## src/rtl/md5_ctrl_pkg.sv

```systemverilog
// Shared types and constants for the single-block MD5 front-end controller.
// Message field layout: byte i of the padded message lives at [MSG_W-1-8i -: 8].
package md5_ctrl_pkg;

    typedef enum logic [1:0] {
        LOAD  = 2'd0,
        WAIT  = 2'd1,
        DONE  = 2'd2,
        DRAIN = 2'd3
    } state_t;

    localparam int MAX_BYTES  = 55;
    localparam int MSG_W      = 448;
    localparam int MSG_BYTES  = MSG_W / 8;
    localparam int LEN_W      = 64;
    localparam int HASH_W     = 128;
    localparam int BYTE_CNT_W = 6;

    localparam logic [7:0] PAD_BYTE = 8'h80;

endpackage

```

## src/rtl/md5_byte_packer.sv

```systemverilog
// Combinational lane inserter: drops up to four stream bytes at byte_cnt and
// optionally the 8'h80 pad marker right after them into the message buffer.
module md5_byte_packer
    import md5_ctrl_pkg::*;
(
    input  logic [MSG_W-1:0]      buffer,
    input  logic [BYTE_CNT_W-1:0] byte_cnt,
    input  logic [31:0]           in_data,
    input  logic [2:0]            n,
    input  logic                  pad_en,
    output logic [MSG_W-1:0]      next_buffer
);

    // Positions past the last message byte simply never match, so an
    // oversized write can never spill outside the 56-byte field.
    always_comb begin
        next_buffer = buffer;
        for (int p = 0; p < MSG_BYTES; p++) begin
            for (int k = 0; k < 4; k++) begin
                if ((k < int'(n)) && (p == int'(byte_cnt) + k)) begin
                    next_buffer[MSG_W-1-8*p -: 8] = in_data[31-8*k -: 8];
                end
            end
            if (pad_en && (p == int'(byte_cnt) + int'(n))) begin
                next_buffer[MSG_W-1-8*p -: 8] = PAD_BYTE;
            end
        end
    end

endmodule

```

## src/rtl/md5_single_block_ctrl.sv

```systemverilog
// Sequencer in front of md5core: packs a <=55-byte message into one padded
// block, waits out the core latency, and hands the digest back over valid/ready.
module md5_single_block_ctrl
    import md5_ctrl_pkg::*;
#(
    parameter int CORE_LATENCY = 65
) (
    input  logic              clk,
    input  logic              rst_n,
    input  logic              in_valid,
    output logic              in_ready,
    input  logic [31:0]       in_data,
    input  logic              in_last,
    input  logic [2:0]        in_bytes,
    output logic [MSG_W-1:0]  core_message,
    output logic [LEN_W-1:0]  core_length,
    input  logic [HASH_W-1:0] core_hash,
    output logic              hash_valid,
    input  logic              hash_ready,
    output logic [HASH_W-1:0] hash,
    output logic              err,
    output logic              busy
);

    localparam int CNT_W = (CORE_LATENCY > 1) ? $clog2(CORE_LATENCY) : 1;
    localparam logic [CNT_W-1:0] WAIT_INIT = CNT_W'(CORE_LATENCY - 1);
    localparam logic [BYTE_CNT_W:0] MAX_TOTAL = (BYTE_CNT_W + 1)'(MAX_BYTES);

    state_t                state;
    logic [BYTE_CNT_W-1:0] byte_cnt;
    logic [MSG_W-1:0]      buffer;
    logic [MSG_W-1:0]      packed_buffer;
    logic [CNT_W-1:0]      wait_cnt;
    logic [2:0]            n_eff;
    logic [BYTE_CNT_W:0]   total;
    logic [BYTE_CNT_W:0]   word_end;

    // Non-last words always carry four bytes; a last word clamps its count to 4.
    always_comb begin
        n_eff = 3'd4;
        if (in_last && (in_bytes < 3'd4)) begin
            n_eff = in_bytes;
        end
    end

    assign total    = {1'b0, byte_cnt} + {{(BYTE_CNT_W - 2){1'b0}}, n_eff};
    assign word_end = {1'b0, byte_cnt} + (BYTE_CNT_W + 1)'(4);

    md5_byte_packer u_packer (
        .buffer      (buffer),
        .byte_cnt    (byte_cnt),
        .in_data     (in_data),
        .n           (n_eff),
        .pad_en      (in_last),
        .next_buffer (packed_buffer)
    );

    always_ff @(posedge clk or negedge rst_n) begin
        if (!rst_n) begin
            state        <= LOAD;
            byte_cnt     <= '0;
            buffer       <= '0;
            core_message <= '0;
            core_length  <= '0;
            hash         <= '0;
            err          <= 1'b0;
            wait_cnt     <= '0;
            hash_valid   <= 1'b0;
            busy         <= 1'b0;
            in_ready     <= 1'b1;
        end else begin
            unique case (state)
                LOAD: begin
                    if (in_valid) begin
                        if (!in_last) begin
                            if (word_end > MAX_TOTAL) begin
                                err   <= 1'b1;
                                busy  <= 1'b1;
                                state <= DRAIN;
                            end else begin
                                buffer   <= packed_buffer;
                                byte_cnt <= byte_cnt + BYTE_CNT_W'(4);
                            end
                        end else if (total <= MAX_TOTAL) begin
                            buffer       <= packed_buffer;
                            core_message <= packed_buffer;
                            core_length  <= {{(LEN_W - BYTE_CNT_W - 4){1'b0}}, total, 3'b000};
                            wait_cnt     <= WAIT_INIT;
                            in_ready     <= 1'b0;
                            busy         <= 1'b1;
                            state        <= WAIT;
                        end else begin
                            err        <= 1'b1;
                            hash       <= '0;
                            hash_valid <= 1'b1;
                            in_ready   <= 1'b0;
                            busy       <= 1'b1;
                            state      <= DONE;
                        end
                    end
                end

                WAIT: begin
                    if (wait_cnt == '0) begin
                        hash       <= core_hash;
                        hash_valid <= 1'b1;
                        state      <= DONE;
                    end else begin
                        wait_cnt <= wait_cnt - CNT_W'(1);
                    end
                end

                DRAIN: begin
                    if (in_valid && in_last) begin
                        err        <= 1'b1;
                        hash       <= '0;
                        hash_valid <= 1'b1;
                        in_ready   <= 1'b0;
                        state      <= DONE;
                    end
                end

                DONE: begin
                    if (hash_ready) begin
                        buffer       <= '0;
                        core_message <= '0;
                        core_length  <= '0;
                        byte_cnt     <= '0;
                        err          <= 1'b0;
                        hash         <= '0;
                        wait_cnt     <= '0;
                        hash_valid   <= 1'b0;
                        busy         <= 1'b0;
                        in_ready     <= 1'b1;
                        state        <= LOAD;
                    end
                end

                default: begin
                    state <= LOAD;
                end
            endcase
        end
    end

endmodule

```

## config.mk

```make
export PLATFORM = sky130hd
export DESIGN_NAME = md5_single_block_ctrl
export DESIGN_NICKNAME = d
export VERILOG_FILES = /design/src/rtl/md5_ctrl_pkg.sv /design/src/rtl/md5_byte_packer.sv /design/src/rtl/md5_single_block_ctrl.sv
export SDC_FILE = /design/constraint.sdc
export NUM_CORES = 2
export LEC_CHECK = 0
export ABC_CLOCK_PERIOD_IN_PS = 3250
export CORE_MARGIN = 5
export CORE_UTILIZATION = 40
export CTS_BUF_LIST = sky130_fd_sc_hd__clkbuf_4 sky130_fd_sc_hd__clkbuf_8 sky130_fd_sc_hd__clkbuf_16
export DETAILED_ROUTE_END_ITERATION = 8
export GPL_TIMING_DRIVEN = 0
export PLACE_DENSITY = 0.66
export SYNTH_ARGS = -nofsm -noshare
export SYNTH_HDL_FRONTEND = slang
export SYNTH_SLANG_ARGS = --single-unit
```

## constraint.sdc

```tcl
create_clock -name clk -period 3.25 [get_ports clk]
set_clock_uncertainty 0.2 [all_clocks]
set_input_delay 0.8125 -clock clk [delete_from_list [all_inputs] [get_ports clk]]
set_output_delay 0.8125 -clock clk [all_outputs]
set_load 0.005 [all_outputs]
```

== Yosys cells after proc, flatten, opt, wreduce, memory -nomap -nowiden ==
Index checks and enable logic that the tools add are counted.

* Input bits: 168
* Output and inout bits: 644
* Logic and storage cells: 959
* Flip-flop bits (word level): 1107

* Equal/unequal tests: 292
* $lt $le $gt $ge: 7
* Mux-type cells: 340
* Reductions and logical operators: 301
* Add/subtract/negate cells: 8

{| class="wikitable"
|+ Operator list
! cell !! count
|-
| two-way mux 448 bit || 7
|-
| equality test 7 x 32 -> 1 bit, first input constant || 96
|-
| two-way mux 8 bit || 280
|-
| equality test 6 x 32 -> 1 bit, first input constant || 64
|-
| case mux 448 bit (2 select lines) || 2
|-
| equality test 5 x 32 -> 1 bit, first input constant || 32
|-
| two-way mux 128 bit || 6
|-
| equality test 4 x 32 -> 1 bit, first input constant || 16
|-
| case mux 128 bit (4 select lines) || 1
|-
| logical AND 1 bit || 282
|-
| equality test 3 x 32 -> 1 bit, first input constant || 8
|-
| two-way mux 64 bit || 4
|-
| equality test 6 bit, first input constant || 32
|-
| logical NOT 32 bit || 5
|-
| equality test 2 x 32 -> 1 bit, first input constant || 4
|-
| case mux 64 bit (2 select lines) || 1
|-
| equality test 5 x 6 -> 1 bit, first input constant || 16
|-
| two-way mux 7 bit || 5
|-
| AND reduction 5 bit || 5
|-
| equality test 4 x 6 -> 1 bit, first input constant || 4
|-
| two-way mux 6 bit || 4
|-
| case mux 7 bit (3 select lines) || 1
|-
| inequality test 2 bit, second input constant || 10
|-
| AND reduction 6 bit || 3
|-
| 29 further kinds || 60
|}

== Longest topological paths before layout ==
* Depth after elaboration: 14
* Mapped depth: 15
* Gate-level depth less buffers: 8

== By module ==
Synthesis repeated with hierarchy kept, for this count alone.

* Cells, all modules: 7839
* Area total of the unflattened synthesis: 64954.8 µm²

{| class="wikitable"
|+ By module, submodules not included
! module !! seq. area each (µm²) !! times used !! cells an instance !! area an instance (µm²)
|-
| md5_single_block_ctrl || 26226.4 || 1 || 4095 || 41865.2
|-
| md5_byte_packer || 0.0 || 1 || 3744 || 23089.6
|}

== Worst setup path before layout ==
No wires, ideal clock.

* Kind: input -> register
* Start point: in in_last
* End point: reg buffer[176]
* Required time: 2.929 ns
* Setup slack: -0.531 ns
* Arrival time: 3.460 ns
* Setup time: 0.121 ns
* Path buffers: 4
* Stages: 12
* Cell sequence: buf_2 > nor2b_4 > buf_2 > buf_2 > and2_1 > ha_1 > clkbuf_1 > nor4bb_1 > o211ai_1 > nand2_1 > o211ai_1 > a22o_1

* Word-level cells in the longest chain between the ends: 13
* Elaborated cells between the ends (all ways): 28
* Those cells by class: add/sub (2); order compare (5); eq/ne (3); mux (11); reduce/logical (7)

{| class="wikitable"
|+ Ends and longest elaborated chain
! what !! RTL line !! source
|-
| start: declaration || md5_single_block_ctrl.sv:13 || <nowiki>input logic in_last,</nowiki>
|-
| parallel branches: the longest is 13 deep, another holds adder 6 x 3 -> 7 bit || -- ||
|-
| end signal: assignment || md5_single_block_ctrl.sv:81 || <nowiki>buffer <= packed_buffer;</nowiki>
|-
| end signal: assignment || md5_single_block_ctrl.sv:85 || <nowiki>buffer <= packed_buffer;</nowiki>
|-
| end: declaration || md5_single_block_ctrl.sv:31 || <nowiki>logic [MSG_W-1:0] buffer;</nowiki>
|}

Several ways; the timed one is not identified. The select of a mux whose other input is x is not followed.
A chain may end at the register's enable or synchronous reset.

== Worst setup path in the final report ==
* Start point: reg byte_cnt[4]
* End point: reg buffer[75]

* Word-level cells in the longest chain between the ends: 11
* Elaborated cells between the ends (all ways): 31
* Those cells by class: add/sub (6); order compare (2); eq/ne (7); mux (10); reduce/logical (6)

{| class="wikitable"
|+ Ends and longest elaborated chain
! what !! RTL line !! source
|-
| start: declaration || md5_single_block_ctrl.sv:30 || <nowiki>logic [BYTE_CNT_W-1:0] byte_cnt;</nowiki>
|-
| start signal: assignment || md5_single_block_ctrl.sv:82 || <nowiki>byte_cnt <= byte_cnt + BYTE_CNT_W'(4);</nowiki>
|-
| adder 6 x 1 -> 7 bit / equality test 6 bit (equally long branches) || md5_byte_packer.sv:20 || <nowiki>if ((k < int'(n)) && (p == int'(byte_cnt) + k)) begin</nowiki>
|-
| equality test 7 x 32 -> 1 bit / logical AND 1 bit (equally long branches) || md5_byte_packer.sv:20 ||
|-
| logical AND 1 bit / two-way mux 8 bit (equally long branches) || md5_byte_packer.sv:20 ||
|-
| two-way mux 8 bit (3 in series) || md5_byte_packer.sv:20 ||
|-
| two-way mux 8 bit || md5_byte_packer.sv:24 || <nowiki>if (pad_en && (p == int'(byte_cnt) + int'(n))) begin</nowiki>
|-
| two-way mux 448 bit, on equally long branches || md5_single_block_ctrl.sv:76, md5_single_block_ctrl.sv:84 ||
|-
| two-way mux 448 bit || md5_single_block_ctrl.sv:75 || <nowiki>if (!in_last) begin</nowiki>
|-
| two-way mux 448 bit || md5_single_block_ctrl.sv:74 || <nowiki>if (in_valid) begin</nowiki>
|-
| case mux 448 bit (2 select lines) || md5_single_block_ctrl.sv:72 || <nowiki>unique case (state)</nowiki>
|}

Several ways; a longest one is shown, not always the timed one. The select of a mux whose other input is x is not followed.

==> flow_summary.json <==
{
  "status": "finished with violations",
  "violations": "hold timing, setup timing",
  "post-route-period-util_pct": 100,
  "die_h_microns": 350,
  "rsz0062_at_grt": "yes",
  "overflow": 0,
  "relSlewSlack_pct": 29.4,
  "setup_viol": 4,
  "detailroute.via_count": 38555,
  "endpoint": "buffer[75]",
  "clockBufferDepth": 3,
  "synth_cells": 3926,
  "reg2reg_depth": 8,
  "nets": 5091,
  "fmax_mhz": 307,
  "power_density_nw_per_um2": 859,
  "cts.reportedPaths.clkPinSlew_ps": 60,
  "startpoint": "byte_cnt[4]",
  "hold_ws_ps": -167,
  "critPathMaxFanout": 10,
  "synth_top_area_share_pct": 56.8,
  "layout_setup_ws_ps": -10.7,
  "clkSinkCount": 1048,
  "track_usage_pct": 32.3,
  "gp_congestion": 0.981,
  "reg2reg_slack_ps": -10,
  "syn_to_final_growth_pct": 34.4,
  "drive_gt1_share_pct": 16.7,
  "yosysUniqueCellTypes": 84,
  "wire_per_inst_microns": 31.2,
  "end_kind": "flip-flop",
  "synthFlopType": "dfrtp_1",
  "hold_violations": 97,
  "crit_type": "reg -> reg",
  "rows": 124,
  "grt_pass1_vias": 38694,
  "die_w_microns": 350,
  "grt_max_degree": 179,
  "initial_utilization_pct": 40.3,
  "synth_area_leader_cell": "dfrtp_1",
  "startpoint_type": "flip-flop",
  "syn_area_sq_um": 46100,
  "via_per_inst": 5.91,
  "ant_nets": 0,
  "synth_top_family_by_area": "compound AO/OA/AOI/OAI gates",
  "synth_compound_area_share_pct": 18.5,
  "post-place-ws_ps": -1960,
  "fin_total_pwr_w": 0.0533,
  "yosysSeqAreaShare_pct": 56.9,
  "worst_pin_slew_ps": 1060,
  "synth-seq-cells": 1048,
  "maxCapViolCount": 0,
  "io_pins": 812,
  "io_buffers": 746,
  "n_fill_cell": 9922,
  "ys_warn_count": 0,
  "synth_adder_area_share_pct": 0.380,
  "synthSimpleGateAreaFrac_pct": 7.91,
  "hold_path_class": "in -> async",
  "yosys.area_share.xor_xnor_pct": 0.152,
  "clk_latency_ps": 720,
  "dieArea_sq_um": 122000,
  "dp_hpwl_microns": 152000,
  "drv_slew": 0,
  "grt_pass1_wl_microns": 285000,
  "leakage_nw": 27.0,
  "cts_buffers": 113,
  "antenna_found_initial": 10,
  "drc": 0,
  "required_ps": 3690,
  "htreeDepth": 3,
  "async_reset_ff_share_pct": 100,
  "reg2reg_from": "byte_cnt[4]",
  "synthTopCellsByArea": "dfrtp_1, mux2i_1, a22o_1, nand2_1, o21ai_0",
  "rr_endpoint": "buffer[75]",
  "synth.mux.area_fraction_pct": 12.3,
  "worstPathArrival_ps": 3700,
  "root_buffer": "clkbuf_16",
  "routed_wl_microns": 204000,
  "firstDrtPassIters": 6,
  "synth-edff-count": 0,
  "fin_crit_ps": 3260,
  "syn_avg_cell_area_sq_um": 11.7,
  "ir_drop_mv": 0.613,
  "initialDrtViolationCount": 3872,
  "core-area_sq_um": 115000,
  "tritoncts": "yes"
}
-- Yosys cell counts, types with 28 or more instances --
master and number:
buf_4 68, buf_2 109, o2bb2ai_1 42, clkbuf_1 159, dfrtp_1 1047, a21oi_1 81, o31ai_1 112, mux2i_1 446
nand3_1 59, mux2_2 107, o21ai_0 312, a22o_1 403, nand2_1 497, a32o_1 70, buf_1 28, nor2_1 47
-- metrics by stage --
step	TNS (ps)	instance area [sq um]	instances	utilization, %
final	-28.0	62000	6525	54.1
after global routing	-32.4	62000	6520	54.1
after CTS	-24.8	61700	6498	53.8
after detailed placement	-1452840	56500	6248	49.3
after global placement	-	56300	6241	49.2
after floorplan	-40040	46900	3983	-
-- final cells by class --
cell class / count / area, sq um / share of cell area [%]
multi-input cells: 2557 / 19200 / 31.0
flip-flops and latches: 1048 / 26200 / 42.3
clock buffers: 166 / 3450 / 5.57
plain buffers: 358 / 2290 / 3.69
inverters: 12 / 45.0 / 0.0727
diodes: 9 / 22.5 / 0.0363
clock inverters: 44 / 592 / 0.955
well taps: 1512 / 1890 / 3.05
repair buffers: 819 / 8270 / 13.3
-- logic make-up after synthesis --
logic type / Yosys count
simple gates: 782
fa+ha+maj: 14
compound gates: 1145
xor+xnor: 5
mux: 553
buf+inv: 378
flops: 1048
other cells: 1
-- routing by layer --
layer / track usage (%) / wire, microns / vias to the layer above
li1: - / - / 16317
met1: 39.1 / 74900 / 19684
met2: 52.3 / 95200 / 2117
met3: 10.4 / 21700 / 437
met4: 16.0 / 11900 / 0
met5: 0 / 0 / -
-- worst max-delay path, cell delays in order, from the launching register on --
cell,delay [ps]
dfrtp_1,440
buf_4,200
buf_2,190
nand3b_1,510
a21oi_1,290
buf_2,360
nor4bb_1,360
clkbuf_1,410
a22o_1,220
-- what timing repair did --
action,CTS,global route
hold endpoints to repair,97,97
gates resized for setup,209,57
cloned,0,3
setup buffers,43,20
endpoints found under the setup margin,1044,862
pin swaps,26,13
-- flip-flops by register name (all words and copies together) (netlist names) --
signal	flops
hash_valid	1
busy	1
buffer	448
in_ready	1
hash	128
core_message	448
err	1
core_length	7
wait_cnt	7
byte_cnt	4
state	2
-- report_power, final --
part	switching (W)	total [W]	internal, W
registers	0.00206	0.0178	0.0157
logic	0.0133	0.0215	0.00827
clock network	0.00563	0.0140	0.00832
total	0.0210	0.0533	0.0323
-- placed cells by master (no fill, tap or decap), types with 58 or more instances in the layout --
cell type        instances
conb_1                  58
mux2_2                  89
o31ai_1                112
o21ai_0                306
mux2i_1                446
buf_4                  142
clkdlybuf4s50_1        744
dfrtp_1               1046
clkbuf_16              119
a32o_1                  70
a21oi_1                 77
clkbuf_1                82
nand2_1                482
a22o_1                 403
buf_2                   68
-- worst min-delay path by stage --
stage / to / slack, ps / cells after the start
2_1_floorplan: wait_cnt[5] / 250 / 1
3_3_place_gp: core_message[73] / 260 / 2
3_5_place_dp: core_message[229] / 270 / 2
4_1_cts: core_message[28] / -180 / 1
5_1_grt: core_message[28] / -150 / 1
6_report: core_message[28] / -170 / 1
Note: power is estimated with default switching activity, not from simulation.
